$ cat config.mk
export PLATFORM = sky130hd
export DESIGN_NAME = trng_arbiter
export DESIGN_NICKNAME = d
export VERILOG_FILES = /design/src/rtl/trng_pkg.sv /design/src/rtl/trng_rr_arb.sv /design/src/rtl/trng_arbiter.sv
export SDC_FILE = /design/constraint.sdc
export NUM_CORES = 1
export LEC_CHECK = 0
export BUFFER_PORTS_ARGS = -buffer_cell sky130_fd_sc_hd__buf_2
export CAP_MARGIN = 20
export CORE_MARGIN = 10
export CORE_UTILIZATION = 40
export DETAILED_ROUTE_END_ITERATION = 12
export GPL_TIMING_DRIVEN = 0
export PLACE_DENSITY = 0.58
export SETUP_SLACK_MARGIN = 0.3
export SYNTH_ARGS = -nofsm -noshare
export SYNTH_HDL_FRONTEND = slang
export SYNTH_SLANG_ARGS = --single-unit
$ cat constraint.sdc
create_clock -name clk -period 3.98 [get_ports clk]
set_input_delay 0.796 -clock clk [delete_from_list [all_inputs] [get_ports clk]]
set_output_delay 0.796 -clock clk [all_outputs]
set_load 0.02 [all_outputs]
$ cat src/rtl/trng_pkg.sv
// Shared definitions for the TRNG arbiter slice.
//   - trng_state_e : controller states
//   - TRNG_RDATA_W : width of the response data bus
//   - TRNG_IDX_W   : width of a requester index (up to 8 requesters)
//   - rr_next()    : round-robin successor of a requester index
package trng_pkg;

  typedef enum logic [1:0] {
    IDLE    = 2'd0,
    COLLECT = 2'd1,
    DELIVER = 2'd2,
    GAP     = 2'd3
  } trng_state_e;

  localparam int TRNG_RDATA_W = 32;
  localparam int TRNG_IDX_W   = 3;

  // Index following idx in an nreq-entry ring.
  function automatic logic [TRNG_IDX_W-1:0] rr_next(input logic [TRNG_IDX_W-1:0] idx,
                                                    input int nreq);
    int n;
    n = int'(idx) + 1;
    if (n >= nreq) n = 0;
    return TRNG_IDX_W'(n);
  endfunction

endpackage

$ cat src/rtl/trng_rr_arb.sv
// Combinational NREQ-way round-robin picker.
//   req_i     : request vector
//   ptr_i     : highest-priority index for this pick
//   gnt_idx_o : first requester with req high, searching upward from ptr_i
//   gnt_vld_o : high when any request is present
module trng_rr_arb
  import trng_pkg::*;
#(
  parameter int NREQ = 3
) (
  input  logic [NREQ-1:0]       req_i,
  input  logic [TRNG_IDX_W-1:0] ptr_i,
  output logic [TRNG_IDX_W-1:0] gnt_idx_o,
  output logic                  gnt_vld_o
);

  logic [2*NREQ-1:0] dbl;
  logic [NREQ-1:0]   rot;

  always_comb begin
    // Rotate so that bit 0 of rot is requester ptr_i.
    dbl       = {req_i, req_i} >> ptr_i;
    rot       = dbl[NREQ-1:0];
    gnt_idx_o = '0;
    gnt_vld_o = 1'b0;
    // Scan downward so the lowest rotated position wins.
    for (int k = NREQ - 1; k >= 0; k--) begin
      if (rot[k]) begin
        gnt_vld_o = 1'b1;
        gnt_idx_o = TRNG_IDX_W'((int'(ptr_i) + k) % NREQ);
      end
    end
  end

endmodule

$ cat src/rtl/trng_arbiter.sv
// Shares one serial TRNG bit source between NREQ requesters.
// Round-robin grant, WIDTH-bit MSB-first word assembly, one-cycle response
// pulse, then a GAP_CYCLES idle gap for the entropy source to settle.
//
// Ports:
//   clk, resetn   : clock, asynchronous active-low reset
//   req           : per-requester word request (level, held until served)
//   rsp_valid     : one-hot response pulse
//   rsp_data      : response word, zero-extended, 0 when no pulse
//   busy          : high whenever the controller is not IDLE
//   trng_req      : entropy source enable, high while collecting
//   trng_bit      : serial random bit
//   health_clr    : clears the health alarm
//   health_fail   : sticky health alarm
//
// Optional feature macro: TRNG_HEALTH_EN enables a repetition-count test on
// the sampled bits. Without it health_fail is 0 and health_clr is ignored.
module trng_arbiter
  import trng_pkg::*;
#(
  parameter int NREQ       = 3,
  parameter int WIDTH      = 8,
  parameter int GAP_CYCLES = 2,
  parameter int RCT_LIMIT  = 16
) (
  input  logic                    clk,
  input  logic                    resetn,
  input  logic [NREQ-1:0]         req,
  output logic [NREQ-1:0]         rsp_valid,
  output logic [TRNG_RDATA_W-1:0] rsp_data,
  output logic                    busy,
  output logic                    trng_req,
  input  logic                    trng_bit,
  input  logic                    health_clr,
  output logic                    health_fail
);

  localparam int CNT_W = $clog2(WIDTH + 1);
  localparam int GAP_W = 4;

  trng_state_e             state_q;
  logic [TRNG_IDX_W-1:0]   rr_ptr_q, grant_q, arb_idx;
  logic                    arb_vld;
  logic [CNT_W-1:0]        cnt_q;
  logic [WIDTH-1:0]        shift_q, word_d;
  logic [GAP_W-1:0]        gap_q;
  logic [NREQ-1:0]         rsp_valid_q, gnt_oh;
  logic [TRNG_RDATA_W-1:0] rsp_data_q;
  logic                    busy_q, trng_req_q;
  logic                    last_bit, arb_pt, go_collect, new_grant, deliver_ok;
  logic                    hold, retry, word_bad;

  trng_rr_arb #(.NREQ(NREQ)) u_arb (
    .req_i     (req),
    .ptr_i     (rr_ptr_q),
    .gnt_idx_o (arb_idx),
    .gnt_vld_o (arb_vld)
  );

  // Truncating the concatenation keeps the WIDTH-1 older bits plus the new one.
  assign word_d   = WIDTH'({shift_q, trng_bit});
  assign gnt_oh   = NREQ'(1) << grant_q;
  assign last_bit = (state_q == COLLECT) && (cnt_q == CNT_W'(WIDTH - 1));

  always_comb begin
    // The IDLE decision is also taken in the final gap cycle (or in DELIVER
    // when there is no gap) so a pending request starts collecting without
    // an extra idle cycle between words.
    arb_pt = (state_q == IDLE) ||
             ((state_q == GAP) && (int'(gap_q) + 1 >= GAP_CYCLES)) ||
             ((state_q == DELIVER) && (GAP_CYCLES == 0));
    go_collect = arb_pt && !hold && (retry || arb_vld);
    new_grant  = go_collect && !retry;
    deliver_ok = (|(req & gnt_oh)) && !word_bad;
  end

  always_ff @(posedge clk or negedge resetn) begin
    if (!resetn) begin
      state_q     <= IDLE;
      rr_ptr_q    <= '0;
      grant_q     <= '0;
      cnt_q       <= '0;
      shift_q     <= '0;
      gap_q       <= '0;
      rsp_valid_q <= '0;
      rsp_data_q  <= '0;
      busy_q      <= 1'b0;
      trng_req_q  <= 1'b0;
    end else begin
      rsp_valid_q <= '0;
      rsp_data_q  <= '0;
      case (state_q)
        IDLE: ;
        COLLECT: begin
          shift_q <= word_d;
          cnt_q   <= cnt_q + CNT_W'(1);
          if (last_bit) begin
            state_q    <= DELIVER;
            trng_req_q <= 1'b0;
            if (deliver_ok) begin
              rsp_valid_q <= gnt_oh;
              rsp_data_q  <= TRNG_RDATA_W'(word_d);
            end
          end
        end
        DELIVER: begin
          shift_q <= '0;
          cnt_q   <= '0;
          gap_q   <= '0;
          state_q <= GAP;
        end
        GAP: gap_q <= gap_q + GAP_W'(1);
        default: state_q <= IDLE;
      endcase
      if (arb_pt) begin
        if (go_collect) begin
          state_q    <= COLLECT;
          busy_q     <= 1'b1;
          trng_req_q <= 1'b1;
        end else begin
          state_q    <= IDLE;
          busy_q     <= 1'b0;
          trng_req_q <= 1'b0;
        end
        if (new_grant) begin
          grant_q  <= arb_idx;
          rr_ptr_q <= rr_next(arb_idx, NREQ);
        end
      end
    end
  end

`ifdef TRNG_HEALTH_EN
  logic [7:0] run_q, run_d;
  logic       last_q, hf_q, hf_d, retry_q, rct_hit;

  always_comb begin
    run_d   = run_q;
    rct_hit = 1'b0;
    if (state_q == COLLECT) begin
      if ((run_q == 8'd0) || (trng_bit != last_q)) run_d = 8'd1;
      else if (run_q < 8'(RCT_LIMIT))              run_d = run_q + 8'd1;
      rct_hit = (run_d == 8'(RCT_LIMIT));
    end
    // Clear wins over a same-cycle set.
    if (health_clr) begin
      run_d   = '0;
      rct_hit = 1'b0;
    end
    hf_d = !health_clr && (hf_q || rct_hit);
  end

  always_ff @(posedge clk or negedge resetn) begin
    if (!resetn) begin
      run_q   <= '0;
      last_q  <= 1'b0;
      hf_q    <= 1'b0;
      retry_q <= 1'b0;
    end else begin
      run_q <= run_d;
      hf_q  <= hf_d;
      if (state_q == COLLECT) last_q <= trng_bit;
      // A word spoiled by the health alarm is retried for the same requester.
      if (last_bit && hf_d) retry_q <= 1'b1;
      else if (go_collect)  retry_q <= 1'b0;
    end
  end

  assign hold        = hf_q;
  assign retry       = retry_q;
  assign word_bad    = hf_d;
  assign health_fail = hf_q;
`else
  logic unused_health;
  assign unused_health = health_clr ^ (RCT_LIMIT > 0);
  assign hold          = 1'b0;
  assign retry         = 1'b0;
  assign word_bad      = 1'b0;
  assign health_fail   = 1'b0;
`endif

  assign rsp_valid = rsp_valid_q;
  assign rsp_data  = rsp_data_q;
  assign busy      = busy_q;
  assign trng_req  = trng_req_q;

endmodule

==> metrics.md <==
| Metric | Value |
|---|---|
| Maximum clock frequency | 272 MHz |
| Cell count after synthesis | 286 |
| Final Max Tran Viols | 0 |
| Aggregate global-route resource usage | 11.6% |
| Avg Vias per Cell | 4.87 |
| Source-to-sink clock delay at the later pin of the worst-skew pair | 0.29 ns |
| R2R Setup Slk | 0.30 ns |
| Residual antenna-violating net count after detailed routing | 0 |
| Worst min-delay path startpoint | shift_q[0] |
| Placement-stage cell area | 0.00295 sq mm |
| Clock tree from TritonCTS | built |
| CP Class | reg2reg |
| Predominant post-synthesis flop cell | dfrtp_1 |
| Leakage power | 1.60 nW |
| Remaining global-route overflow | 0 |
| Share of the cycle needed by the critical path after routing | 92.5% |
| Kind of start point of the critical path | flip-flop |
| Worst min-delay path category | reg2reg |
| Share of synthesized area occupied by flip-flops and latches | approximately 34% |
| Summed area of non-filler cells in the final layout | roughly 0.0034 sq mm |
| Setup violation total in the final timing report | 0 |
| Number of nets at the end of the flow | 389 |
| Hold Buf Count CTS | 0 |
| Final period demand of the worst path | 3.68 ns |
| Total negative slack for setup checks | 0 ns |
| Worst-case hold slack | 0.477 ns |
| Wire length reported by the detailed router | 5.93 mm |
| Share of layout cells above drive strength 1 | 32.4% |
| Number of flops mapped to enable cells by yosys | 0 |
| Fraction of synthesis flops using an asynchronous set or reset pin | 100% |
| Min-Delay Path Depth | 1 |
| Seq cells post-synth | 36 |
| CTS root buffer | clkbuf_8 |
| Number of cells on the worst reg-to-reg path | 16 |
| Post-detailed-placement half-perimeter wirelength | 4.13 mm |
| Most common cell after layout, fill and taps aside | buf_4 |
| Number of placed cells counting well taps | 405 |
| Number of antenna violations at the first check in global routing | 0 |
| Largest net degree at the start of global routing | 37 |
| Run status | finished, final reports clean |
| Starting density of the core | 41.6% |
| Peak ir drop on the vdd network | 0.125 mV |
| Beginning of the worst register-to-register path | rr_ptr_q[1] |
| Worst setup skew after layout | about 0.0044 ns |
| Final antenna diode count | 0 |
| Number of clock sinks | 36 |
| Area Growth Syn to Fin | 27.5% |
| DRT Pass-1 Iters | 4 |
| Die Span X | 102 microns |
| Power per cell area | 203 mW/mm^2 |
| Average wire per cell in the routed design | 13.6 microns |
| Clock transition at the registers of the reported paths | 0.07 ns |
| Data arrival time of the critical path | 3.89 ns |
| Largest fanout of any net on the critical path | 8 |
| Die Area | just over 0.01 sq mm |
| Overall via count from detail_route | ~2,100 |
| Hold Vio Cnt, Final | 0 |
| Post-Syn Area | ~0.0027 sq mm |
| DR DRC count | 0 |
| Number of buffers inserted during clock tree synthesis | 5 |
| R2R Path End | rr_ptr_q[1] |
| Actual slew at the worst max-slew pin | 0.780 ns |
| Die Span Y | 102 microns |
| Wire length of the first global-routing pass | 9.77 mm |
| Count of port buffers added during placement | 18 |
| Yosys warnings | 0 |
| Max Root-Sink Buffers | 2 |
| Initial detailed-routing violation count | 113 |
| Unrepaired setup endpoints after global routing | true |
| Worst rel slew slack | approximately half |
| # Max-Cap Violations | 0 |
| Hold worst-path end | rsp_data[1] |
| Number of standard cells in the final layout excluding fillers | 435 |
| Weighted congestion reported at the end of routability-driven placement | 0.890 |
| Endpoint type of the worst setup path | flip-flop |
| Core region area | 0.00642 sq mm |
| Number of rows created at floorplan | 29 |
| Commonest non-fill, non-tap cells in the layout | 48 x buf_4, 33 x dfrtp_1, 25 x conb_1 |
| Unique masters post-synth | 53 |
| Number of global-route vias before repair | 2,107 |
| Deepest level of the CTS H-tree | 2 |
| Count of pins on the block boundary | 45 |
| Worst endpoint required time | approximately 4.2 ns |
| Post-route core utilization | 53.0% |
| Mapped Avg Cell Area | 9.34 sq um |
## cells in the mapped netlist, drive strengths merged, types with 2 or more instances
cell / n / area share, %
o31ai: 6 / 1.9
a211oi: 2 / 0.56
nand3: 4 / 0.75
o22ai: 2 / 0.70
clkbuf: 6 / 1.2
ha: 25 / 12
xnor2: 7 / 2.6
nand4b: 2 / 0.66
a2111oi: 2 / 0.66
nand2b: 9 / 2.1
inv: 19 / 2.7
a21oi: 8 / 1.5
xor2: 2 / 0.66
o21bai: 2 / 0.56
o41ai: 2 / 1.2
a22oi: 2 / 0.56
o311ai: 2 / 0.66
mux2i: 5 / 1.9
and2: 10 / 2.4
or2: 2 / 0.47
buf: 30 / 9.0
nand2: 21 / 3.0
nor3: 4 / 0.75
nand3b: 9 / 2.5
a31oi: 5 / 1.2
a21o: 2 / 0.56
o211ai: 2 / 0.56
dfrtp: 36 / 34
mux2: 4 / 1.7
nor2b: 4 / 0.94
o21ai: 23 / 4.4
and3b: 2 / 0.66
o221ai: 2 / 0.66
nor2: 14 / 2.1
## registers in the layout, summed over array words and instances (netlist names)
| register | flops |
|---|---|
| gap_q | 4 |
| rr_ptr_q | 3 |
| rsp_valid | 3 |
| rsp_data | 8 |
| shift_q | 7 |
| grant_q | 3 |
| busy | 1 |
| cnt_q | 4 |
| trng_req | 1 |
| state_q | 2 |
## worst max-delay path: stages, from the launching register on
cell	delay [ns]
dfrtp_2	0.42
buf_6	0.15
clkinvlp_4	0.17
ha_1	0.35
nor2b_1	0.22
a211oi_2	0.12
xnor2_1	0.15
ha_1	0.23
a31oi_1	0.22
mux2_2	0.37
a22oi_2	0.24
nand2_2	0.13
ha_4	0.25
nor2_1	0.08
nand2_1	0.05
or3_1	0.33
o21ai_2	0.12
## report_power, final
part | switching (mW) | total (mW) | internal, mW
logic | 0.0366 | 0.0570 | 0.0205
clock network | 0.128 | 0.269 | 0.141
registers | 0 | 0.366 | 0.366
total | 0.165 | 0.691 | 0.527
## worst max-delay path by stage
| stage | from | end | slack, ns | cells past startpoint |
|---|---|---|---|---|
| CTS | rr_ptr_q[1] | rr_ptr_q[1] | 0.30 | 17 |
| global placement | rr_ptr_q[0] | rr_ptr_q[1] | -0.1 | 18 |
| finish | rr_ptr_q[1] | rr_ptr_q[1] | 0.30 | 16 |
| global route | rr_ptr_q[0] | rr_ptr_q[1] | 0.11 | 18 |
| floorplan | rr_ptr_q[0] | rr_ptr_q[1] | 0.34 | 17 |
| detailed placement | rr_ptr_q[0] | rr_ptr_q[1] | -0.14 | 17 |
## per-layer routing
metal	vias up	part of all wire (%)	GRT usage (%)	routed length [microns]
li1	1081	-	-	-
met1	975	47	14.8	2800
met2	56	46	18.4	2710
met3	6	5.7	3.74	341
met4	0	1.4	2.97	81
met5	-	0	0	0
## cell families (layout without fill, tap and decap cells)
family                   count (synthesis)  count (layout)  synth area share (%)
adder cells (fa/ha/maj)                 25              25                  11.7
AO/OA/AOI/OAI                           67              67                  17.6
AND/OR/NAND/NOR                         84              84                  17.1
flip-flops                              36              36                  33.7
buffers and inverters                   55             103                  12.9
other                                    1              25                 0.140
multiplexers                             9               9                  3.56
XOR/XNOR                                 9               9                  3.23
## area by class of cell
| class | instances | area (sq um) |
|---|---|---|
| plain buffers | 36 | 274 |
| clock buffers | 7 | 86.3 |
| clock inverters | 1 | 7.51 |
| fillers | 553 | 3020 |
| inverters | 19 | 78.8 |
| multi-input cells | 219 | 1700 |
| flip-flops and latches | 36 | 905 |
| well taps | 77 | 96.3 |
| repair buffers | 40 | 255 |
## what timing repair did
action                     4_1_cts  5_1_grt
hold endpoints to repair         0        0
resized for setup               28        8
pin swaps                       11        7
buffers inserted                13        9
setup endpoints to repair        2        2
## through the flow
stage	setup slack (ns)	power, mW
finish	0.299	0.691
global route	0.111	0.719
CTS	0.301	0.696
detailed placement	-0.137	0.429
global placement	-0.0993	0.428
floorplan	0.341	0.416
No activity file was read; power rests on OpenSTA's default activity.
